<file path="src/rtl/ysyx_23060096_exec_seq_if.sv">
// Instruction and data memory handshake bundle for the exec sequencer.
// master: sequencer side (drives requests, receives readies/responses).
// slave : memory/bus-adapter side.
//   imem_req_valid/ready/addr   instruction fetch request channel
//   imem_resp_valid/data        instruction fetch response
//   dmem_req_valid/ready/we     data request channel (we=1 store, 0 load)
//   dmem_resp_valid             load data valid / store acknowledge
interface ysyx_23060096_exec_seq_if;
  logic        imem_req_valid;
  logic        imem_req_ready;
  logic [31:0] imem_req_addr;
  logic        imem_resp_valid;
  logic [31:0] imem_resp_data;
  logic        dmem_req_valid;
  logic        dmem_req_ready;
  logic        dmem_req_we;
  logic        dmem_resp_valid;

  modport master (
    output imem_req_valid, imem_req_addr, dmem_req_valid, dmem_req_we,
    input  imem_req_ready, imem_resp_valid, imem_resp_data,
           dmem_req_ready, dmem_resp_valid
  );

  modport slave (
    input  imem_req_valid, imem_req_addr, dmem_req_valid, dmem_req_we,
    output imem_req_ready, imem_resp_valid, imem_resp_data,
           dmem_req_ready, dmem_resp_valid
  );
endinterface

</file>
<file path="src/rtl/ysyx_23060096_exec_seq.sv">
// Multi-cycle sequencer for the single-issue RV32 datapath. Owns pc and ir,
// steps each instruction through FETCH, IWAIT, EXEC, (MREQ, MWAIT,) WB and
// stops in HALT on ebreak, a misaligned next_pc or (optionally) a bus timeout.
// Ports:
//   clk, rst          core clock; asynchronous active-high reset
//   bus (master)      imem/dmem handshake bundle
//   ir, pc            instruction register and current pc to the datapath
//   dec_*             decoder outputs derived from ir
//   next_pc           datapath-computed next pc
//   rf_we             gated register-file write enable (WB only)
//   retire            one-cycle pulse per completed instruction
//   halted, err       sequencer stopped; fault indicator valid while halted
// Optional feature macro: YSYX_23060096_BUS_TIMEOUT_EN adds a watchdog on
// IWAIT/MWAIT that halts with err after TIMEOUT_CYCLES waiting cycles.
module ysyx_23060096_exec_seq #(
  parameter logic [31:0] RESET_PC       = 32'h8000_0000,
  parameter int unsigned TIMEOUT_CYCLES = 255
) (
  input  logic                            clk,
  input  logic                            rst,
  ysyx_23060096_exec_seq_if.master        bus,
  output logic [31:0]                     ir,
  output logic [31:0]                     pc,
  input  logic                            dec_is_load,
  input  logic                            dec_is_store,
  input  logic                            dec_is_ebreak,
  input  logic                            dec_reg_wr,
  input  logic [31:0]                     next_pc,
  output logic                            rf_we,
  output logic                            retire,
  output logic                            halted,
  output logic                            err
);

  typedef enum logic [2:0] {
    S_FETCH,
    S_IWAIT,
    S_EXEC,
    S_MREQ,
    S_MWAIT,
    S_WB,
    S_HALT
  } state_e;

  state_e      state_q, state_d;
  logic [31:0] pc_q, pc_d;
  logic [31:0] ir_q, ir_d;
  logic        err_q, err_d;

  logic        imem_v, dmem_v, dmem_we, rf_we_c, retire_c;

`ifdef YSYX_23060096_BUS_TIMEOUT_EN
  localparam int unsigned CNT_W =
    (TIMEOUT_CYCLES > 255) ? $clog2(TIMEOUT_CYCLES + 1) : 8;
  logic [CNT_W-1:0] wait_cnt_q, wait_cnt_d;
  logic             timeout;

  // Wait states are only entered from FETCH/MREQ, where the counter is held
  // at zero, so it naturally starts from zero on every entry.
  always_comb begin
    wait_cnt_d = '0;
    if (state_q == S_IWAIT || state_q == S_MWAIT) begin
      wait_cnt_d = wait_cnt_q + 1'b1;
    end
  end

  assign timeout = (wait_cnt_q == CNT_W'(TIMEOUT_CYCLES - 1));

  always_ff @(posedge clk or posedge rst) begin
    if (rst) begin
      wait_cnt_q <= '0;
    end else begin
      wait_cnt_q <= wait_cnt_d;
    end
  end
`endif

  always_comb begin
    state_d  = state_q;
    pc_d     = pc_q;
    ir_d     = ir_q;
    err_d    = err_q;
    imem_v   = 1'b0;
    dmem_v   = 1'b0;
    dmem_we  = 1'b0;
    rf_we_c  = 1'b0;
    retire_c = 1'b0;

    unique case (state_q)
      S_FETCH: begin
        imem_v = 1'b1;
        if (bus.imem_req_ready) begin
          state_d = S_IWAIT;
        end
      end

      S_IWAIT: begin
        if (bus.imem_resp_valid) begin
          ir_d    = bus.imem_resp_data;
          state_d = S_EXEC;
        end
`ifdef YSYX_23060096_BUS_TIMEOUT_EN
        else if (timeout) begin
          err_d   = 1'b1;
          state_d = S_HALT;
        end
`endif
      end

      S_EXEC: begin
        if (dec_is_ebreak) begin
          retire_c = 1'b1;
          state_d  = S_HALT;
        end else if (dec_is_load || dec_is_store) begin
          state_d = S_MREQ;
        end else begin
          state_d = S_WB;
        end
      end

      S_MREQ: begin
        dmem_v  = 1'b1;
        dmem_we = dec_is_store;
        if (bus.dmem_req_ready) begin
          state_d = S_MWAIT;
        end
      end

      S_MWAIT: begin
        if (bus.dmem_resp_valid) begin
          state_d = S_WB;
        end
`ifdef YSYX_23060096_BUS_TIMEOUT_EN
        else if (timeout) begin
          err_d   = 1'b1;
          state_d = S_HALT;
        end
`endif
      end

      S_WB: begin
        rf_we_c  = dec_reg_wr & ~dec_is_store;
        retire_c = 1'b1;
        if (next_pc[1:0] != 2'b00) begin
          err_d   = 1'b1;
          state_d = S_HALT;
        end else begin
          pc_d    = next_pc;
          state_d = S_FETCH;
        end
      end

      S_HALT: begin
        state_d = S_HALT;
      end

      default: begin
        state_d = S_HALT;
        err_d   = 1'b1;
      end
    endcase
  end

  always_ff @(posedge clk or posedge rst) begin
    if (rst) begin
      state_q <= S_FETCH;
      pc_q    <= RESET_PC;
      ir_q    <= '0;
      err_q   <= 1'b0;
    end else begin
      state_q <= state_d;
      pc_q    <= pc_d;
      ir_q    <= ir_d;
      err_q   <= err_d;
    end
  end

  // State already sits in FETCH during reset, so the request/strobe outputs
  // are explicitly masked while rst is high.
  assign bus.imem_req_valid = imem_v & ~rst;
  assign bus.imem_req_addr  = pc_q;
  assign bus.dmem_req_valid = dmem_v & ~rst;
  assign bus.dmem_req_we    = dmem_we;
  assign rf_we              = rf_we_c & ~rst;
  assign retire             = retire_c & ~rst;
  assign halted             = (state_q == S_HALT);
  assign err                = err_q;
  assign pc                 = pc_q;
  assign ir                 = ir_q;

endmodule

</file>
<file path="src/flat_wrapper.sv">
// flat-port wrapper written by rule: the top's interface ports become plain ports
module ysyx_23060096_exec_seq_flat 
#(
  parameter logic [31:0] RESET_PC       = 32'h8000_0000,
  parameter int unsigned TIMEOUT_CYCLES = 255
)
  (clk, rst, ir, pc, dec_is_load, dec_is_store, dec_is_ebreak, dec_reg_wr, next_pc, rf_we, retire, halted, err, bus_imem_req_valid, bus_imem_req_addr, bus_dmem_req_valid, bus_dmem_req_we, bus_imem_req_ready, bus_imem_resp_valid, bus_imem_resp_data, bus_dmem_req_ready, bus_dmem_resp_valid);
  ysyx_23060096_exec_seq_if bus_i ();
  input  logic clk;
  input  logic rst;
  output logic [31:0] ir;
  output logic [31:0] pc;
  input  logic dec_is_load;
  input  logic dec_is_store;
  input  logic dec_is_ebreak;
  input  logic dec_reg_wr;
  input  logic [31:0] next_pc;
  output logic rf_we;
  output logic retire;
  output logic halted;
  output logic err;
  output wire logic [$bits(bus_i.imem_req_valid)-1:0] bus_imem_req_valid;
  output wire logic [$bits(bus_i.imem_req_addr)-1:0] bus_imem_req_addr;
  output wire logic [$bits(bus_i.dmem_req_valid)-1:0] bus_dmem_req_valid;
  output wire logic [$bits(bus_i.dmem_req_we)-1:0] bus_dmem_req_we;
  input wire logic [$bits(bus_i.imem_req_ready)-1:0] bus_imem_req_ready;
  input wire logic [$bits(bus_i.imem_resp_valid)-1:0] bus_imem_resp_valid;
  input wire logic [$bits(bus_i.imem_resp_data)-1:0] bus_imem_resp_data;
  input wire logic [$bits(bus_i.dmem_req_ready)-1:0] bus_dmem_req_ready;
  input wire logic [$bits(bus_i.dmem_resp_valid)-1:0] bus_dmem_resp_valid;
  assign bus_imem_req_valid = bus_i.imem_req_valid;
  assign bus_imem_req_addr = bus_i.imem_req_addr;
  assign bus_dmem_req_valid = bus_i.dmem_req_valid;
  assign bus_dmem_req_we = bus_i.dmem_req_we;
  assign bus_i.imem_req_ready = bus_imem_req_ready;
  assign bus_i.imem_resp_valid = bus_imem_resp_valid;
  assign bus_i.imem_resp_data = bus_imem_resp_data;
  assign bus_i.dmem_req_ready = bus_dmem_req_ready;
  assign bus_i.dmem_resp_valid = bus_dmem_resp_valid;
  ysyx_23060096_exec_seq #(.RESET_PC(RESET_PC), .TIMEOUT_CYCLES(TIMEOUT_CYCLES)) u_core (.clk(clk), .rst(rst), .bus(bus_i), .ir(ir), .pc(pc), .dec_is_load(dec_is_load), .dec_is_store(dec_is_store), .dec_is_ebreak(dec_is_ebreak), .dec_reg_wr(dec_reg_wr), .next_pc(next_pc), .rf_we(rf_we), .retire(retire), .halted(halted), .err(err));
endmodule
</file>
<file path="config.mk">
export PLATFORM = sky130hd
export DESIGN_NAME = ysyx_23060096_exec_seq_flat
export DESIGN_NICKNAME = d
export VERILOG_FILES = /design/src/rtl/ysyx_23060096_exec_seq_if.sv /design/src/rtl/ysyx_23060096_exec_seq.sv /design/src/flat_wrapper.sv
export SDC_FILE = /design/constraint.sdc
export NUM_CORES = 1
export LEC_CHECK = 0
export CAP_MARGIN = 20
export CORE_MARGIN = 5
export CORE_UTILIZATION = 30
export CTS_CLUSTER_DIAMETER = 60
export DETAILED_ROUTE_END_ITERATION = 7
export DONT_BUFFER_PORTS = 1
export GPL_ROUTABILITY_DRIVEN = 0
export RECOVER_POWER = 50
export SLEW_MARGIN = 20
export SYNTH_ARGS = -nofsm -noshare
export SYNTH_HDL_FRONTEND = slang
export SYNTH_SLANG_ARGS = --single-unit
export TNS_END_PERCENT = 100
</file>
<file path="constraint.sdc">
create_clock -name clk -period 4.1 [get_ports clk]
set_input_delay 0.205 -clock clk [delete_from_list [all_inputs] [get_ports clk]]
set_output_delay 0.205 -clock clk [all_outputs]
set_load 0.005 [all_outputs]
</file>
==> results.py <==
metrics = {
    "outcome": {
        "status": "finished with violations",
        "violations": "capacitance limit",
    },
    "clock_tree": {
        "cts.sinks": 68,
        "cts_root_buf": "clkbuf_8",
        "postCtsSetupBuffers": 0,
        "cts_tree": "yes",
        "ctsHoldBuffers": 60,
        "path_clk_slew_ns": 0.07,
        "clock_latency_ns": 0.34,
        "post_cts_resized": 0,
        "clockBufferDepth": 2,
        "htree_levels": 3,
        "cts_made_buffers": 9,
    },
    "sta": {
        "fin_worst_skew_ns": 0.00810,
        "tightest_slew_ns": 1.49,
        "post-route-period-util_pct": 59.3,
        "fin_setup_tns_ns": 0,
        "fin_crit_ns": 2.43,
        "report.final.slew_viol_count": 0,
        "max_freq_mhz": 411,
        "setup_viol": 0,
        "hold_violations": 0,
        "rsz0062_at_grt": "false",
        "maxSlewHeadroom_pct": 0.313,
    },
    "die": {
        "die-area_um2": 12300,
        "coreArea_um2": 10100,
        "start_util_pct": 30.3,
        "ios": 177,
        "die_w_um": 111,
        "die_h_um": 111,
        "num_rows": 37,
    },
    "pwr": {
        "comb_power_share_pct": 24.0,
        "p_int_mw": 1.70,
        "total_power_mw": 2.49,
        "power.density_nw_per_um2": 658,
        "p_switching_mw": 0.785,
        "ir_drop_mv": 0.314,
        "seqPwrFrac_pct": 53.8,
        "switching_share_pct": 31.6,
        "leakagePower_nw": 1.71,
        "power_frac_clock_pct": 22.1,
    },
    "global_routing": {
        "grt_pass1_vias": 1958,
        "grt_max_degree": 41,
        "antenna_found_initial": 1,
        "grt_overflow": 0,
        "grt.total_usage_pct": 11.6,
        "grt_pass1_wl_um": 11100,
    },
    "cells_and_area": {
        "drive_above_1_share_pct": 34.8,
        "num_antenna_cells": 0,
        "areaGrowthSynthToFinish_pct": 23.1,
        "nNetsFinal": 316,
        "nFillCells": 940,
        "fin_cells": 383,
    },
    "yosys": {
        "netlist_instances": 208,
        "yosysWarnings": 0,
        "syn_nets": 282,
        "synthTopCellsByArea": "dfrtp_1 55%, mux2_2 13%, mux2_4 13%, buf_4 8.6%, buf_6 1.1%",
        "async_flop_share_pct": 100,
        "avgSynthCellArea_um2": 14.7,
        "seq_area_frac_synth_pct": 55.5,
        "synth_area_leader_cell": "dfrtp_1",
        "ys_ff_latch": 68,
        "synthesis.area_um2": 3070,
        "synth_flop_cell": "dfrtp_1",
        "ys_top_cells_by_count": "67 x dfrtp_1, 36 x mux2_2, 35 x buf_4, 27 x mux2_4, 4 x nor3b_1",
        "synth-edff-count": 0,
        "yosysUniqueCellTypes": 33,
        "yosysMostFrequentCell": "dfrtp_1",
        "synth_top_area_share_pct": 54.6,
    },
    "critical_path": {
        "crit_family": "buffers and inverters",
        "cp-end-kind": "primary output",
        "crit_slowest_cell": "inv_1",
        "crit_chain": "dlygate4sd3_1, inv_1, and3_1",
        "critPathMaxStageDelay_ns": 1.08,
        "crit_fanout": 40,
        "critPathKind": "in2out",
        "cp_data_arrival_time_ns": 2.23,
        "cp.required_ns": 3.89,
        "worstSetupStartpointType": "input port",
        "critPathBufInv": 2,
    },
    "hold_path": {
        "hp-class": "in2reg",
    },
    "routing": {
        "drc": 0,
        "drt_wl_total_um": 7090,
        "wl_per_cell_um": 18.5,
        "vias": 1725,
        "drtAntennaViolNets": 0,
        "firstDrtPassIters": 4,
        "drt_iter0_drc": 67,
        "via_per_inst": 4.50,
    },
    "placed_design": {
        "place_hpwl_um": 4840,
        "dpl.cell_count": 304,
        "io_buffers": 0,
    },
    "job": {
        "cap_violations": 1,
    },
}
## cell families after synthesis
kind of cell | synth area share [%]
AOI/OAI and AO/OA | 2.90
buffers and inverters | 10.5
DFF | 55.5
muxes | 26.8
and+or+nand+nor | 4.32
## cells in the final DEF, fill, tap and decap left out, types with 2 or more instances in the layout
cell type,netlist,final
mux2_2,36,36
dlygate4sd3_1,0,63
a21oi_1,3,3
dfrtp_1,67,67
o21ai_0,3,3
inv_1,2,2
clkinv_2,0,3
and3_1,2,2
buf_4,35,2
clkbuf_8,0,10
nor3b_1,4,4
and2_1,2,2
mux2_4,27,27
## metal layers
layer / GRT usage, % / up-vias / share of wire, %
li1: - / 762 / -
met1: 11.4 / 840 / 34
met2: 19.3 / 107 / 50
met3: 7.91 / 14 / 14
met4: 4.79 / 2 / 2.5
met5: 0 / - / 0.18
## worst reg2reg max path: stages (launching register included)
cell and delay [ns]:
dfrtp_1 0.62, nand3b_1 0.18, or3_2 0.88, mux2_4 0.47
## cell type report
| class | count | area [µm²] | area share [%] |
|---|---|---|---|
| inverters | 2 | 7.51 | 0.199 |
| flip-flops and latches | 68 | 1700 | 45.1 |
| clock inverters | 6 | 62.6 | 1.66 |
| repair buffers | 65 | 646 | 17.1 |
| clock buffers | 10 | 138 | 3.64 |
| well taps | 136 | 170 | 4.51 |
| multi-input cells | 96 | 1050 | 27.8 |
## flip-flops by register name, indices dropped and copies added (netlist names)
register and cells:
u_core.ir 32, u_core.err 1, u_core.state_q 3, u_core.bus.imem_req_addr 32
## power groups by stage
stage / registers, mW / clock network (mW) / logic, mW
floorplan: 1.20 / 0 / 0.746
global placement: 1.35 / 0 / 0.538
detailed placement: 1.35 / 0 / 0.556
CTS: 1.35 / 0.586 / 0.604
global route: 1.39 / 0.617 / 0.661
finish: 1.34 / 0.551 / 0.598
## final timing paths
kind / cells past startpoint / slack (ns) / to / start
worst max-delay path: 3 / 1.67 / bus_dmem_req_valid / rst
worst min-delay path: 2 / 0.11 / u_core.state_q[2]$_DFFE_PP0P_ / bus_dmem_resp_valid
worst max register to register: 3 / 1.82 / u_core.bus.imem_req_addr[10]$_DFFE_PP0P_ / u_core.state_q[2]$_DFFE_PP0P_
worst min register to register: 1 / 0.54 / u_core.err$_DFFE_PP0P_ / u_core.err$_DFFE_PP0P_
max in group asynchronous: 3 / 2.16 / u_core.bus.imem_req_addr[31]$_DFFE_PP1P_ / rst
min in group asynchronous: 2 / 0.77 / u_core.ir[4]$_DFFE_PP0P_ / rst
## stage by stage
step	cell area (µm²)	hold slack, ns	utilization (%)	setup WS (ns)
after floorplan	3070	0.354	-	1.92
after global placement	2950	0.298	29.1	1.88
after detailed placement	2950	0.299	29.1	1.84
after CTS	3750	0.0000924	36.9	1.83
after global routing	3780	0.0825	37.2	1.35
final	3780	0.105	37.2	1.67
Note: power is estimated with default switching activity, not from simulation.
